File: src/rtl/hazard_stall_ctrl_if.sv
// Forwarding/hazard interface: ID-stage inputs in, forwarding info and pipeline controls out.
interface hazard_stall_ctrl_if #(
  parameter int unsigned REG_W = 4,
  parameter int unsigned CNT_W = 16
);
  logic             id_valid;
  logic             id_wrx;
  logic             id_memrd;
  logic [REG_W-1:0] id_dest;
  logic [REG_W-1:0] id_src1;
  logic [REG_W-1:0] id_src2;
  logic             id_use_src2;
  logic             branch_taken;
  logic             mem_ready;
  logic             WrX_s;
  logic             MemRd_s;
  logic [REG_W-1:0] dest_s;
  logic             WrX_s2;
  logic [REG_W-1:0] dest_s2;
  logic             stall_pc;
  logic             bubble_ex;
  logic             freeze;
  logic             flush_id;
  logic             mem_timeout;
  logic [CNT_W-1:0] lu_cnt;
  logic [CNT_W-1:0] mw_cnt;

  modport master (
    input  id_valid, id_wrx, id_memrd, id_dest, id_src1, id_src2, id_use_src2,
    input  branch_taken, mem_ready,
    output WrX_s, MemRd_s, dest_s, WrX_s2, dest_s2,
    output stall_pc, bubble_ex, freeze, flush_id, mem_timeout, lu_cnt, mw_cnt
  );

  modport slave (
    output id_valid, id_wrx, id_memrd, id_dest, id_src1, id_src2, id_use_src2,
    output branch_taken, mem_ready,
    input  WrX_s, MemRd_s, dest_s, WrX_s2, dest_s2,
    input  stall_pc, bubble_ex, freeze, flush_id, mem_timeout, lu_cnt, mw_cnt
  );
endinterface

File: src/rtl/hazard_stall_ctrl.sv
// Tracks EX/WB destination info for forwarding and resolves load-use, memory-wait and
// taken-branch hazards with zero-cycle combinational control.
module hazard_stall_ctrl #(
  parameter int unsigned REG_W   = 4,
  parameter int unsigned CNT_W   = 16,
  parameter bit          R0_ZERO = 1'b1,
  parameter int unsigned MEM_TMO = 255
) (
  input logic               clk,
  input logic               rst,
  hazard_stall_ctrl_if.master bus
);
  localparam int unsigned WC_W = (MEM_TMO > 0) ? $clog2(MEM_TMO + 1) : 1;

  typedef enum logic {RUN, MEM_WAIT} state_t;

  state_t           state, state_nxt;
  logic             ex_v, ex_wrx, ex_memrd;
  logic [REG_W-1:0] ex_dest;
  logic             wb_v, wb_wrx;
  logic [REG_W-1:0] wb_dest;
  logic [WC_W-1:0]  wait_cnt, wait_cnt_nxt;
  logic [CNT_W-1:0] lu_cnt, lu_cnt_nxt, mw_cnt, mw_cnt_nxt;

  logic ex_r0, wb_r0, wrx_s, memrd_s, wrx_s2, src_hit, lu, mw;
  logic stall_pc, bubble_ex, freeze, flush_id, mem_timeout;
  logic hold, ex_nop;

  // Forwarding view of the slots; r0 writes are invisible when R0_ZERO is set
  assign ex_r0   = R0_ZERO && (ex_dest == '0);
  assign wb_r0   = R0_ZERO && (wb_dest == '0);
  assign wrx_s   = ex_v & ex_wrx & ~ex_r0;
  assign memrd_s = ex_v & ex_memrd;
  assign wrx_s2  = wb_v & wb_wrx & ~wb_r0;

  assign src_hit = (bus.id_src1 == ex_dest) | (bus.id_use_src2 & (bus.id_src2 == ex_dest));
  assign lu      = memrd_s & bus.id_valid & src_hit & ~ex_r0;
  assign mw      = memrd_s & ~bus.mem_ready;

  // Hazard priority: memory wait, then taken branch, then load-use
  always_comb begin
    state_nxt    = RUN;
    wait_cnt_nxt = wait_cnt;
    lu_cnt_nxt   = lu_cnt;
    mw_cnt_nxt   = mw_cnt;
    stall_pc     = 1'b0;
    bubble_ex    = 1'b0;
    freeze       = 1'b0;
    flush_id     = 1'b0;
    mem_timeout  = 1'b0;
    hold         = 1'b0;
    ex_nop       = 1'b0;
    if (mw) begin
      freeze    = 1'b1;
      stall_pc  = 1'b1;
      hold      = 1'b1;
      state_nxt = MEM_WAIT;
      if (mw_cnt != '1) mw_cnt_nxt = mw_cnt + CNT_W'(1);
      if (state == RUN) begin
        wait_cnt_nxt = '0;
      end else begin
        if (wait_cnt != '1) wait_cnt_nxt = wait_cnt + WC_W'(1);
        mem_timeout = (MEM_TMO != 0) && (wait_cnt == WC_W'(MEM_TMO - 1));
      end
    end else if (bus.branch_taken) begin
      flush_id  = 1'b1;
      bubble_ex = 1'b1;
      ex_nop    = 1'b1;
    end else if (lu) begin
      stall_pc  = 1'b1;
      bubble_ex = 1'b1;
      ex_nop    = 1'b1;
      if (lu_cnt != '1) lu_cnt_nxt = lu_cnt + CNT_W'(1);
    end
  end

  always_ff @(posedge clk or posedge rst) begin
    if (rst) begin
      state    <= RUN;
      wait_cnt <= '0;
      lu_cnt   <= '0;
      mw_cnt   <= '0;
      ex_v     <= 1'b0;
      ex_wrx   <= 1'b0;
      ex_memrd <= 1'b0;
      ex_dest  <= '0;
      wb_v     <= 1'b0;
      wb_wrx   <= 1'b0;
      wb_dest  <= '0;
    end else begin
      state    <= state_nxt;
      wait_cnt <= wait_cnt_nxt;
      lu_cnt   <= lu_cnt_nxt;
      mw_cnt   <= mw_cnt_nxt;
      if (!hold) begin
        wb_v    <= ex_v;
        wb_wrx  <= ex_wrx;
        wb_dest <= ex_dest;
        if (ex_nop) begin
          ex_v     <= 1'b0;
          ex_wrx   <= 1'b0;
          ex_memrd <= 1'b0;
          ex_dest  <= '0;
        end else begin
          ex_v     <= bus.id_valid;
          ex_wrx   <= bus.id_wrx;
          ex_memrd <= bus.id_memrd;
          ex_dest  <= bus.id_dest;
        end
      end
    end
  end

  assign bus.WrX_s       = wrx_s;
  assign bus.MemRd_s     = memrd_s;
  assign bus.dest_s      = ex_dest;
  assign bus.WrX_s2      = wrx_s2;
  assign bus.dest_s2     = wb_dest;
  assign bus.stall_pc    = stall_pc;
  assign bus.bubble_ex   = bubble_ex;
  assign bus.freeze      = freeze;
  assign bus.flush_id    = flush_id;
  assign bus.mem_timeout = mem_timeout;
  assign bus.lu_cnt      = lu_cnt;
  assign bus.mw_cnt      = mw_cnt;
endmodule
File: src/flat_wrapper.sv
// flat-port wrapper written by rule: the top's interface ports become plain ports
module hazard_stall_ctrl_flat 
#(
  parameter int unsigned REG_W   = 4,
  parameter int unsigned CNT_W   = 16,
  parameter bit          R0_ZERO = 1'b1,
  parameter int unsigned MEM_TMO = 255
)
  (clk, rst, bus_id_valid, bus_id_wrx, bus_id_memrd, bus_id_dest, bus_id_src1, bus_id_src2, bus_id_use_src2, bus_branch_taken, bus_mem_ready, bus_WrX_s, bus_MemRd_s, bus_dest_s, bus_WrX_s2, bus_dest_s2, bus_stall_pc, bus_bubble_ex, bus_freeze, bus_flush_id, bus_mem_timeout, bus_lu_cnt, bus_mw_cnt);
  hazard_stall_ctrl_if #(.REG_W(REG_W), .CNT_W(CNT_W)) bus_i ();
  input logic clk;
  input logic rst;
  input wire logic [$bits(bus_i.id_valid)-1:0] bus_id_valid;
  input wire logic [$bits(bus_i.id_wrx)-1:0] bus_id_wrx;
  input wire logic [$bits(bus_i.id_memrd)-1:0] bus_id_memrd;
  input wire logic [$bits(bus_i.id_dest)-1:0] bus_id_dest;
  input wire logic [$bits(bus_i.id_src1)-1:0] bus_id_src1;
  input wire logic [$bits(bus_i.id_src2)-1:0] bus_id_src2;
  input wire logic [$bits(bus_i.id_use_src2)-1:0] bus_id_use_src2;
  input wire logic [$bits(bus_i.branch_taken)-1:0] bus_branch_taken;
  input wire logic [$bits(bus_i.mem_ready)-1:0] bus_mem_ready;
  output wire logic [$bits(bus_i.WrX_s)-1:0] bus_WrX_s;
  output wire logic [$bits(bus_i.MemRd_s)-1:0] bus_MemRd_s;
  output wire logic [$bits(bus_i.dest_s)-1:0] bus_dest_s;
  output wire logic [$bits(bus_i.WrX_s2)-1:0] bus_WrX_s2;
  output wire logic [$bits(bus_i.dest_s2)-1:0] bus_dest_s2;
  output wire logic [$bits(bus_i.stall_pc)-1:0] bus_stall_pc;
  output wire logic [$bits(bus_i.bubble_ex)-1:0] bus_bubble_ex;
  output wire logic [$bits(bus_i.freeze)-1:0] bus_freeze;
  output wire logic [$bits(bus_i.flush_id)-1:0] bus_flush_id;
  output wire logic [$bits(bus_i.mem_timeout)-1:0] bus_mem_timeout;
  output wire logic [$bits(bus_i.lu_cnt)-1:0] bus_lu_cnt;
  output wire logic [$bits(bus_i.mw_cnt)-1:0] bus_mw_cnt;
  assign bus_i.id_valid = bus_id_valid;
  assign bus_i.id_wrx = bus_id_wrx;
  assign bus_i.id_memrd = bus_id_memrd;
  assign bus_i.id_dest = bus_id_dest;
  assign bus_i.id_src1 = bus_id_src1;
  assign bus_i.id_src2 = bus_id_src2;
  assign bus_i.id_use_src2 = bus_id_use_src2;
  assign bus_i.branch_taken = bus_branch_taken;
  assign bus_i.mem_ready = bus_mem_ready;
  assign bus_WrX_s = bus_i.WrX_s;
  assign bus_MemRd_s = bus_i.MemRd_s;
  assign bus_dest_s = bus_i.dest_s;
  assign bus_WrX_s2 = bus_i.WrX_s2;
  assign bus_dest_s2 = bus_i.dest_s2;
  assign bus_stall_pc = bus_i.stall_pc;
  assign bus_bubble_ex = bus_i.bubble_ex;
  assign bus_freeze = bus_i.freeze;
  assign bus_flush_id = bus_i.flush_id;
  assign bus_mem_timeout = bus_i.mem_timeout;
  assign bus_lu_cnt = bus_i.lu_cnt;
  assign bus_mw_cnt = bus_i.mw_cnt;
  hazard_stall_ctrl #(.REG_W(REG_W), .CNT_W(CNT_W), .R0_ZERO(R0_ZERO), .MEM_TMO(MEM_TMO)) u_core (.clk(clk), .rst(rst), .bus(bus_i));
endmodule
File: config.mk
export PLATFORM = sky130hd
export DESIGN_NAME = hazard_stall_ctrl_flat
export DESIGN_NICKNAME = d
export VERILOG_FILES = /design/src/rtl/hazard_stall_ctrl_if.sv /design/src/rtl/hazard_stall_ctrl.sv /design/src/flat_wrapper.sv
export SDC_FILE = /design/constraint.sdc
export NUM_CORES = 1
export LEC_CHECK = 0
export BUFFER_PORTS_ARGS = -buffer_cell sky130_fd_sc_hd__buf_2
export CAP_MARGIN = 20
export CORE_ASPECT_RATIO = 1.5
export CORE_MARGIN = 4
export CORE_UTILIZATION = 31
export DETAILED_ROUTE_END_ITERATION = 10
export GPL_TIMING_DRIVEN = 0
export PLACE_DENSITY = 0.65
export SLEW_MARGIN = 0
export SYNTH_ARGS = -nofsm -noshare
export SYNTH_HDL_FRONTEND = slang
export SYNTH_SLANG_ARGS = --single-unit
export TNS_END_PERCENT = 30
File: constraint.sdc
create_clock -name clk -period 1.9 [get_ports clk]
set_clock_uncertainty 0.15 [all_clocks]
set_input_delay 0.095 -clock clk [delete_from_list [all_inputs] [get_ports clk]]
set_output_delay 0.095 -clock clk [all_outputs]
set_load 0.01 [all_outputs]
==> results by group, run 1 <==
Flow run
  • MaxCap Viol Count: 0

Status
  • Status: finished with violations
  • Failing checks: negative setup slack

Logic synthesis
  • Async SR Flop Fraction: 100%
  • Number of synthesized flops with an enable pin: 0
  • Post-Synthesis Cells: 257
  • Synth Register Bits: 54
  • Top-count cell post-synth: dfrtp_1
  • Synth cell types: 40
  • Sequential cell area fraction in the yosys report: 49.9%
  • Main area contributors after synthesis: dfrtp_1 50%, xnor2_1 10%, nand4_1 4.6%, nand2_1 4.2%, xor2_1 3.2%
  • Ys flop type: dfrtp_1
  • Commonest cells post-synth: 54 x dfrtp_1, 31 x xnor2_1, 30 x nand2_1
  • Mean Syn Cell Area: 10.5 sq um
  • Synth top area share: 49.9%
  • Synth warn: 0
  • Mapped Nets: between 200 and 300
  • Cell Area, Synth: 2710 sq um
  • Dominant cell type by area after synthesis: dfrtp_1

Pwr
  • Gate power share: 15.0%
  • Switching share of power: 25.7%
  • Pint: 1.94 mW
  • Clock power frac: 35.1%
  • Psw: 0.669 mW
  • Pwr dens: 708 nW/um^2
  • Leak Pwr: 1.82 nW
  • Peak supply drop: between 0.0005 and 0.0006 V
  • Power share of the sequential group: between 40% and 50%

GRT
  • First-pass GRT wire length: 11500 um
  • Vias in the first global route: 2361
  • Total GRT Usage: 14.0%
  • Antenna violations before repair: 0
  • Largest net degree at the start of global routing: 34
  • Total congestion overflow: 0

Worst setup path
  • CP Buf/Inv Count: 3
  • CP startpoint kind: flip-flop
  • Setup slack, reg-to-reg: -0.28 ns
  • Critical path cell sequence: buf_6, xor2_1, o41ai_4, buf_4, a41oi_4, nor2_1, buf_2
  • Worst path max stage delay: 0.42 ns
  • CP Data Arrival Time: 1.94 ns
  • Worst R2R Path Depth: 6
  • CP Class: flip-flop to output pin
  • Crit path required time: around 1.7 ns
  • Top cell family by delay on the critical path: buffers and inverters
  • Crit path capture type: output pin
  • R2R Path Start: u_core.bus.dest_s[2]
  • Worst r2r dst: u_core.bus.lu_cnt[12]
  • Maximum fanout along the worst path: 3
  • Slowest CP cell: dfrtp_2

STA
  • Worst-Margin Slew: just over 0.6 ns
  • Relative max-transition margin: 58.5%
  • Achievable frequency: 0.459 GHz
  • Hold slack final: ~0.23 ns
  • Setup ws final: -0.280 ns
  • Tmin final: approximately 2.2 ns
  • Hold violation count in the final report: 0
  • RSZ-0062 raised after global routing: true
  • Fin crit share: 115%
  • Final Slew Violations: 0
  • Final setup fails: 26

Layout
  • NumNets Final: 380
  • N_diodes: 0
  • Post-route cell area: 3680 sq um
  • Final Non-Filler Cells: 464
  • Final core occ: ~43%
  • Share of layout cells above drive strength 1: a little over a third
  • P&R area growth vs syn: 35.9%

Place
  • Port Buffers: 67
  • Dpl cells: 432
  • Placer Congestion: 0.763
  • Placement-stage cell area: 3200 sq um
  • DP HPWL: 4740 um

Floorplanning
  • Core area: 8460 sq um
  • Die Area: 10300 sq um
  • Num rows: just over 40
  • Die width: 84.3 um
  • Starting Density: between 30% and 40%
  • # IOs: 68
  • Die height: 122 um

Route
  • Routed vias: approximately 2400
  • WL final: approximately 7100 um
  • Routed len/inst: 15.3 um
  • Router iterations before antenna repair: 4
  • Number of DRC markers in iteration 0: 105
  • Antenna-violating nets left: 0
  • Vias per cell: ~5.1
  • DRC violations left: 0

Clock network
  • Num CTS Buffers: 5
  • TritonCTS clock tree: done
  • Clk Latency, worst-skew pair: 0.29 ns
  • H-tree Lvls: 2
  • Root Buffer: clkbuf_16
  • Worst-path clk slew: around 0.07 ns
  • CTS Buffer Depth: 2
  • Clock sink total: 54

Hold path
  • Hold crit path type: input pin to asynchronous set/reset pin
logic make-up (layout without fill, tap and decap cells):
logic type               after synthesis  in the layout  share of synthesized area [%]
AO/OA/AOI/OAI                         23             23                           7.35
XOR/XNOR                              41             41                           13.3
adder cells (fa/ha/maj)                4              4                           1.85
buffers and inverters                 13            113                           2.22
flip-flops                            54             54                           49.9
multiplexers                           3              3                           1.25
AND/OR/NAND/NOR                      119            119                           24.1
tightest hold or removal path, cell delays in order:
cell and delay [ns]:
dlygate4sd3_1 0.53, buf_2 0.12, inv_2 0.37
layer usage:
metal	up-vias	share of wire, %	track usage, %	wire length (um)
met5	-	0	0	0
met4	0	2.1	6.04	148
met3	12	4.0	3.09	282
met2	58	53	24.1	3760
met1	1165	41	16.6	2900
li1	1117	-	-	-
through the flow:
stage / setup TNS, ns / setup WS, ns / power, mW
after global placement: -36.37 / -0.578 / 1.63
after detailed placement: -14.43 / -0.508 / 1.65
after CTS: -3.07 / -0.327 / 2.64
after global routing: -5.49 / -0.364 / 2.76
after floorplan: -0.996 / -0.195 / 1.50
final: -3.35 / -0.280 / 2.60
state kept, by name, indices dropped and copies added, names as in the netlist:
signal              cells
u_core.wb_wrx           1
u_core.ex_memrd         1
u_core.wb_v             1
u_core.bus.lu_cnt      16
u_core.bus.dest_s       4
u_core.ex_v             1
u_core.bus.dest_s2      4
u_core.state            1
u_core.wait_cnt         8
u_core.bus.mw_cnt      16
u_core.ex_wrx           1
final cells by class:
type / count / area (sq um)
multi-input cells: 190 / 1380
repair buffers: 93 / 581
inverters: 6 / 22.5
well taps: 107 / 134
clock buffers: 7 / 143
clock inverters: 1 / 5.00
flip-flops and latches: 54 / 1360
plain buffers: 6 / 60.1
fillers: 821 / 4790
placed cells by master (no fill, tap or decap), types with 5 or more instances in the layout:
master / netlist / routed
buf_2: 3 / 67
dfrtp_1: 54 / 50
xnor2_1: 31 / 30
nand2_1: 30 / 29
nand4_1: 20 / 20
nand3_1: 14 / 13
nor2_1: 12 / 12
buf_4: 0 / 12
and2_1: 12 / 11
xor2_1: 10 / 10
and3_1: 9 / 9
dlygate4sd3_1: 0 / 9
buf_6: 1 / 6
and4_1: 5 / 5
nor3_1: 5 / 5
clkbuf_16: 0 / 5
worst max-delay path by stage:
stage | cells after the start | to | slack [ns] | from
after detailed placement | 5 | u_core.bus.dest_s[3] | -0.51 | u_core.bus.dest_s[1]
after global routing | 9 | bus_bubble_ex | -0.36 | u_core.bus.dest_s[0]
after floorplan | 6 | u_core.bus.lu_cnt[12] | -0.20 | u_core.bus.dest_s[2]
after global placement | 2 | u_core.bus.dest_s[1] | -0.58 | rst
after CTS | 7 | bus_stall_pc | -0.33 | u_core.bus.dest_s[2]
final | 7 | bus_bubble_ex | -0.28 | u_core.bus.dest_s[0]
power by group through the flow:
stage / Sequential, mW / Combinational, mW / Clock (mW)
final: 1.30 / 0.392 / 0.915
after detailed placement: 1.32 / 0.323 / 0
after floorplan: 1.33 / 0.173 / 0
after CTS: 1.30 / 0.381 / 0.965
after global placement: 1.32 / 0.308 / 0
after global routing: 1.31 / 0.432 / 1.01
repair_timing:
| action | CTS | global route |
|---|---|---|
| pin swaps | 17 | 7 |
| endpoints found under the setup margin | 50 | 37 |
| buffers inserted | 15 | 3 |
| gates resized for setup | 20 | 15 |
| hold endpoints to repair | 29 | 0 |
| hold buffers | 9 | 0 |
(Power assumes the default switching activity.)
==> run 2, diff against run 1 <==
--- a/config.mk
+++ b/config.mk
@@ -13,6 +13,7 @@
 export DETAILED_ROUTE_END_ITERATION = 10
 export GPL_TIMING_DRIVEN = 0
 export PLACE_DENSITY = 0.65
+export SKIP_CTS_REPAIR_TIMING = 1
 export SLEW_MARGIN = 0
 export SYNTH_ARGS = -nofsm -noshare
 export SYNTH_HDL_FRONTEND = slang
==> results by group, run 2 (synthesis results as in run 1) <==
Floorplanning
  • Die Area: about 10000 sq um
  • Num rows: 41
  • Die width: 84.3 um
  • # IOs: 68
  • Starting Density: roughly a third
  • Die height: about 120 um
  • Core area: 8460 sq um

Route
  • Number of DRC markers in iteration 0: 67
  • WL final: 6900 um
  • Routed len/inst: about 15 um
  • Antenna-violating nets left: 0
  • Router iterations before antenna repair: 4
  • Routed vias: 2285
  • Vias per cell: 4.88
  • DRC violations left: 0

Place
  • Placer Congestion: 0.763
  • Placement-stage cell area: 3200 sq um
  • Port Buffers: 67
  • DP HPWL: 4740 um

Layout
  • P&R area growth vs syn: 37.0%
  • NumNets Final: 384
  • N_diodes: 0
  • Most frequent cells in the layout: 66 x buf_2, 50 x dfrtp_1, 31 x xnor2_1
  • Share of layout cells above drive strength 1: 35.7%
  • Final core occ: 43.8%
  • Post-route cell area: 3710 sq um
  • Commonest non-fill, non-tap cell in the layout: buf_2
  • Largest registers: u_core.bus.lu_cnt x16, u_core.bus.mw_cnt x16, u_core.wait_cnt x8

Status
  • Status: finished with violations
  • Failing checks: negative setup slack

Worst setup path
  • CP Class: flip-flop to output pin
  • Crit path capture type: output pin
  • CP Data Arrival Time: approximately 2.0 ns
  • R2R Path Start: u_core.bus.dest_s[0]
  • Setup slack, reg-to-reg: -0.29 ns
  • CP startpoint kind: flip-flop
  • Crit path required time: 1.65 ns
  • Worst R2R Path Depth: 6
  • Worst r2r dst: u_core.bus.lu_cnt[1]
  • Maximum fanout along the worst path: 6

Hold path
  • Hold path depth: 3
  • End of the worst hold path: u_core.ex_wrx
  • Hold_sp: bus_branch_taken
  • Hold crit path type: input pin to flip-flop

Clock network
  • Root Buffer: clkbuf_16
  • Num CTS Buffers: 5
  • Worst-path clk slew: 0.07 ns
  • CTS Buffer Depth: 2
  • Clock sink total: 54
  • Clk Latency, worst-skew pair: 0.29 ns
  • TritonCTS clock tree: done
  • H-tree Lvls: 2

STA
  • Final TNS setup: -4.07 ns
  • Final setup fails: 27
  • Final Slew Violations: 0
  • Setup ws final: -0.366 ns
  • Hold violation count in the final report: 0
  • Tmin final: between 2 and 2.5 ns
  • RSZ-0062 raised after global routing: true
  • Relative max-transition margin: 66.8%
  • Fin crit share: 119%
  • Achievable frequency: roughly 0.44 GHz
  • Worst-Margin Slew: approximately 0.5 ns

GRT
  • Total GRT Usage: 12.8%
  • Vias in the first global route: around 2200
  • Total congestion overflow: 0
  • First-pass GRT wire length: 10600 um
  • Antenna violations before repair: 0
  • Largest net degree at the start of global routing: 34

Flow run
  • MaxCap Viol Count: 0

Pwr
  • Leak Pwr: between 1.5 and 2 nW
  • Peak supply drop: 0.000560 V
  • Pwr dens: 700 nW/um^2
run 2: cell types whose count changed in the layout (fill, tap and decap cells not counted), sizes merged:
cell / previous run / this run
buf: 87 / 93
clkbuf: 10 / 8
run 2: final cells by class:
cell class | count | area, sq um
plain buffers | 7 | 67.6
clock buffers | 7 | 143
clock inverters | 1 | 5.00
fillers | 821 | 4760
inverters | 6 | 22.5
multi-input cells | 190 | 1360
flip-flops and latches | 54 | 1360
well taps | 107 | 134
repair buffers | 96 | 617
run 2: stage by stage:
stage	hold WS, ns	cells	setup WS, ns	power, mW
after global placement	0.154	431	-0.578	1.63
after detailed placement	-0.000144	432	-0.508	1.65
after global routing	0.109	468	-0.435	2.75
after CTS	-0.316	440	-0.801	2.59
after floorplan	0.0619	257	-0.195	1.50
final	0.0904	468	-0.366	2.59
run 2: how the worst max path moves through the flow:
stage / from / endpoint
global placement: rst / u_core.bus.dest_s[1]
finish: u_core.bus.dest_s[0] / bus_bubble_ex
global route: u_core.bus.dest_s[0] / bus_stall_pc
floorplan: u_core.bus.dest_s[2] / u_core.bus.lu_cnt[12]
CTS: u_core.bus.dest_s[1] / bus_bubble_ex
detailed placement: u_core.bus.dest_s[1] / u_core.bus.dest_s[3]
run 2: metal layers:
metal	routed length [um]	GRT usage, %
met5	0	0
met4	116	4.73
met3	266	3.16
met2	3600	22.2
met1	2920	15.2
run 2: power by group:
group	switching [mW]	internal, mW	total, mW
logic	0.194	0.187	0.381
registers	0.0800	1.22	1.30
clock network	0.388	0.523	0.911
total	0.662	1.93	2.59
run 2: critical path: stages, from the launching register on:
cell     delay, ns
dfrtp_2       0.45
or4_4         0.54
buf_4         0.16
a41oi_4       0.34
nor2_1        0.07
buf_2         0.15
==> run 3, diff against run 2 <==
--- a/config.mk
+++ b/config.mk
@@ -5,7 +5,7 @@
 export SDC_FILE = /design/constraint.sdc
 export NUM_CORES = 1
 export LEC_CHECK = 0
-export BUFFER_PORTS_ARGS = -buffer_cell sky130_fd_sc_hd__buf_2
+export BUFFER_PORTS_ARGS = -buffer_cell sky130_fd_sc_hd__buf_4
 export CAP_MARGIN = 20
 export CORE_ASPECT_RATIO = 1.5
 export CORE_MARGIN = 4
==> results by group, run 3 (synthesis results as in run 1) <==
Worst setup path
  • Setup slack, reg-to-reg: -0.36 ns
  • R2R Path Start: u_core.bus.dest_s[0]
  • Slowest CP cell: or4_4
  • Worst R2R Path Depth: 7
  • Top cell family by delay on the critical path: simple AND/OR/NAND/NOR gates
  • CP Data Arrival Time: roughly 2.3 ns
  • Crit path required time: 1.93 ns
  • Crit path capture type: flip-flop
  • Worst path max stage delay: approximately 0.56 ns
  • Critical path cell sequence: or4_4, and4b_1, buf_6, buf_4, and3_4, nand3_2, mux2_4
  • CP Buf/Inv Count: 2
  • CP startpoint kind: flip-flop
  • Worst r2r dst: u_core.bus.lu_cnt[12]
  • CP Class: flip-flop to flip-flop
  • Maximum fanout along the worst path: 5

Floorplanning
  • Die Area: 10300 sq um
  • Die width: about 84 um
  • Num rows: 41
  • Die height: 122 um
  • Starting Density: about a third
  • # IOs: 68
  • Core area: 8460 sq um

Status
  • Failing checks: negative setup slack
  • Status: finished with violations

STA
  • Worst-Margin Slew: 0.590 ns
  • Hold slack final: between 0.04 and 0.05 ns
  • Final Slew Violations: 0
  • Relative max-transition margin: between 60% and 70%
  • RSZ-0062 raised after global routing: true
  • Hold violation count in the final report: 0
  • Tmin final: 2.26 ns
  • Fin crit share: 119%
  • Final setup fails: 25
  • Achievable frequency: 0.443 GHz
  • Setup ws final: -0.359 ns

Layout
  • P&R area growth vs syn: 44.5%
  • Most frequent cells in the layout: 84 x buf_4, 49 x dfrtp_1, 31 x xnor2_1
  • Largest registers: u_core.bus.lu_cnt x16, u_core.bus.mw_cnt x16, u_core.wait_cnt x8
  • Share of layout cells above drive strength 1: 36.1%
  • Commonest non-fill, non-tap cell in the layout: buf_4
  • NumNets Final: ~390
  • Post-route cell area: 3910 sq um
  • N_diodes: 0

Pwr
  • Pwr dens: 744 nW/um^2
  • Peak supply drop: 0.000613 V
  • Leak Pwr: 1.88 nW
  • Total Power: 2.91 mW

Clock network
  • Num CTS Buffers: 5
  • Worst-path clk slew: 0.07 ns
  • Clock sink total: 54
  • H-tree Lvls: 2
  • TritonCTS clock tree: done
  • CTS Buffer Depth: 2
  • Root Buffer: clkbuf_16
  • Clk Latency, worst-skew pair: 0.29 ns

Route
  • Router iterations before antenna repair: 4
  • WL final: 6830 um
  • Vias per cell: between 4 and 5
  • Number of DRC markers in iteration 0: 102
  • Routed vias: 2296
  • Routed len/inst: 14.5 um
  • DRC violations left: 0
  • Antenna-violating nets left: 0

Place
  • Placer Congestion: roughly 0.76
  • DP HPWL: between 4000 and 5000 um
  • Placement-stage cell area: 3370 sq um
  • Port Buffers: 67

GRT
  • Vias in the first global route: between 2000 and 2500
  • First-pass GRT wire length: between 10000 and 15000 um
  • Largest net degree at the start of global routing: 35
  • Total GRT Usage: 13.3%
  • Total congestion overflow: 0
  • Antenna violations before repair: 0

Hold path
  • Hold_sp: bus_branch_taken
  • End of the worst hold path: u_core.ex_v
  • Hold crit path type: input pin to flip-flop
  • Hold path depth: 3

Flow run
  • MaxCap Viol Count: 0
run 3: layer usage:
layer	up-vias	part of all wire (%)	global-route usage, %
met5	-	0	0
met2	50	54	23.8
met4	0	1.6	4.63
met3	7	4.3	3.22
met1	1122	40	15.4
li1	1117	-	-
run 3: power breakdown:
| part | internal [mW] | total (mW) | switching (mW) |
|---|---|---|---|
| Sequential | 1.22 | 1.30 | 0.0808 |
| Clock | 0.791 | 1.20 | 0.413 |
| Combinational | 0.218 | 0.402 | 0.185 |
run 3: how the worst max path moves through the flow:
stage                         start                    end  depth (start not counted)
6_report       u_core.bus.dest_s[0]  u_core.bus.lu_cnt[12]                          7
5_1_grt        u_core.bus.dest_s[1]          bus_bubble_ex                          6
3_5_place_dp   u_core.bus.dest_s[1]   u_core.bus.dest_s[3]                          5
2_1_floorplan  u_core.bus.dest_s[2]  u_core.bus.lu_cnt[12]                          6
4_1_cts        u_core.bus.dest_s[1]          bus_bubble_ex                          6
3_3_place_gp                    rst   u_core.bus.dest_s[1]                          2
run 3: layout make-up:
| type | count | area [sq um] |
|---|---|---|
| fillers | 835 | 4550 |
| inverters | 6 | 22.5 |
| multi-input cells | 190 | 1330 |
| flip-flops and latches | 54 | 1360 |
| clock inverters | 2 | 60.1 |
| clock buffers | 6 | 139 |
| well taps | 107 | 134 |
| plain buffers | 7 | 76.3 |
| repair buffers | 98 | 790 |
run 3: through the flow:
step | instances | TNS, ns | setup slack (ns) | util, %
global route | 470 | -6.07 | -0.517 | 46.2
global placement | 431 | -37.14 | -0.597 | 39.6
floorplan | 257 | -0.996 | -0.195 | -
CTS | 440 | -15.68 | -0.763 | 42.2
finish | 470 | -3.38 | -0.359 | 46.2
detailed placement | 432 | -13.47 | -0.477 | 39.8
run 3: worst min-delay path: cells and delay by family:
| kind | cells | cell delay (ns) |
|---|---|---|
| compound gates | 2 | 0.26 |
| buf+inv | 1 | 0.09 |
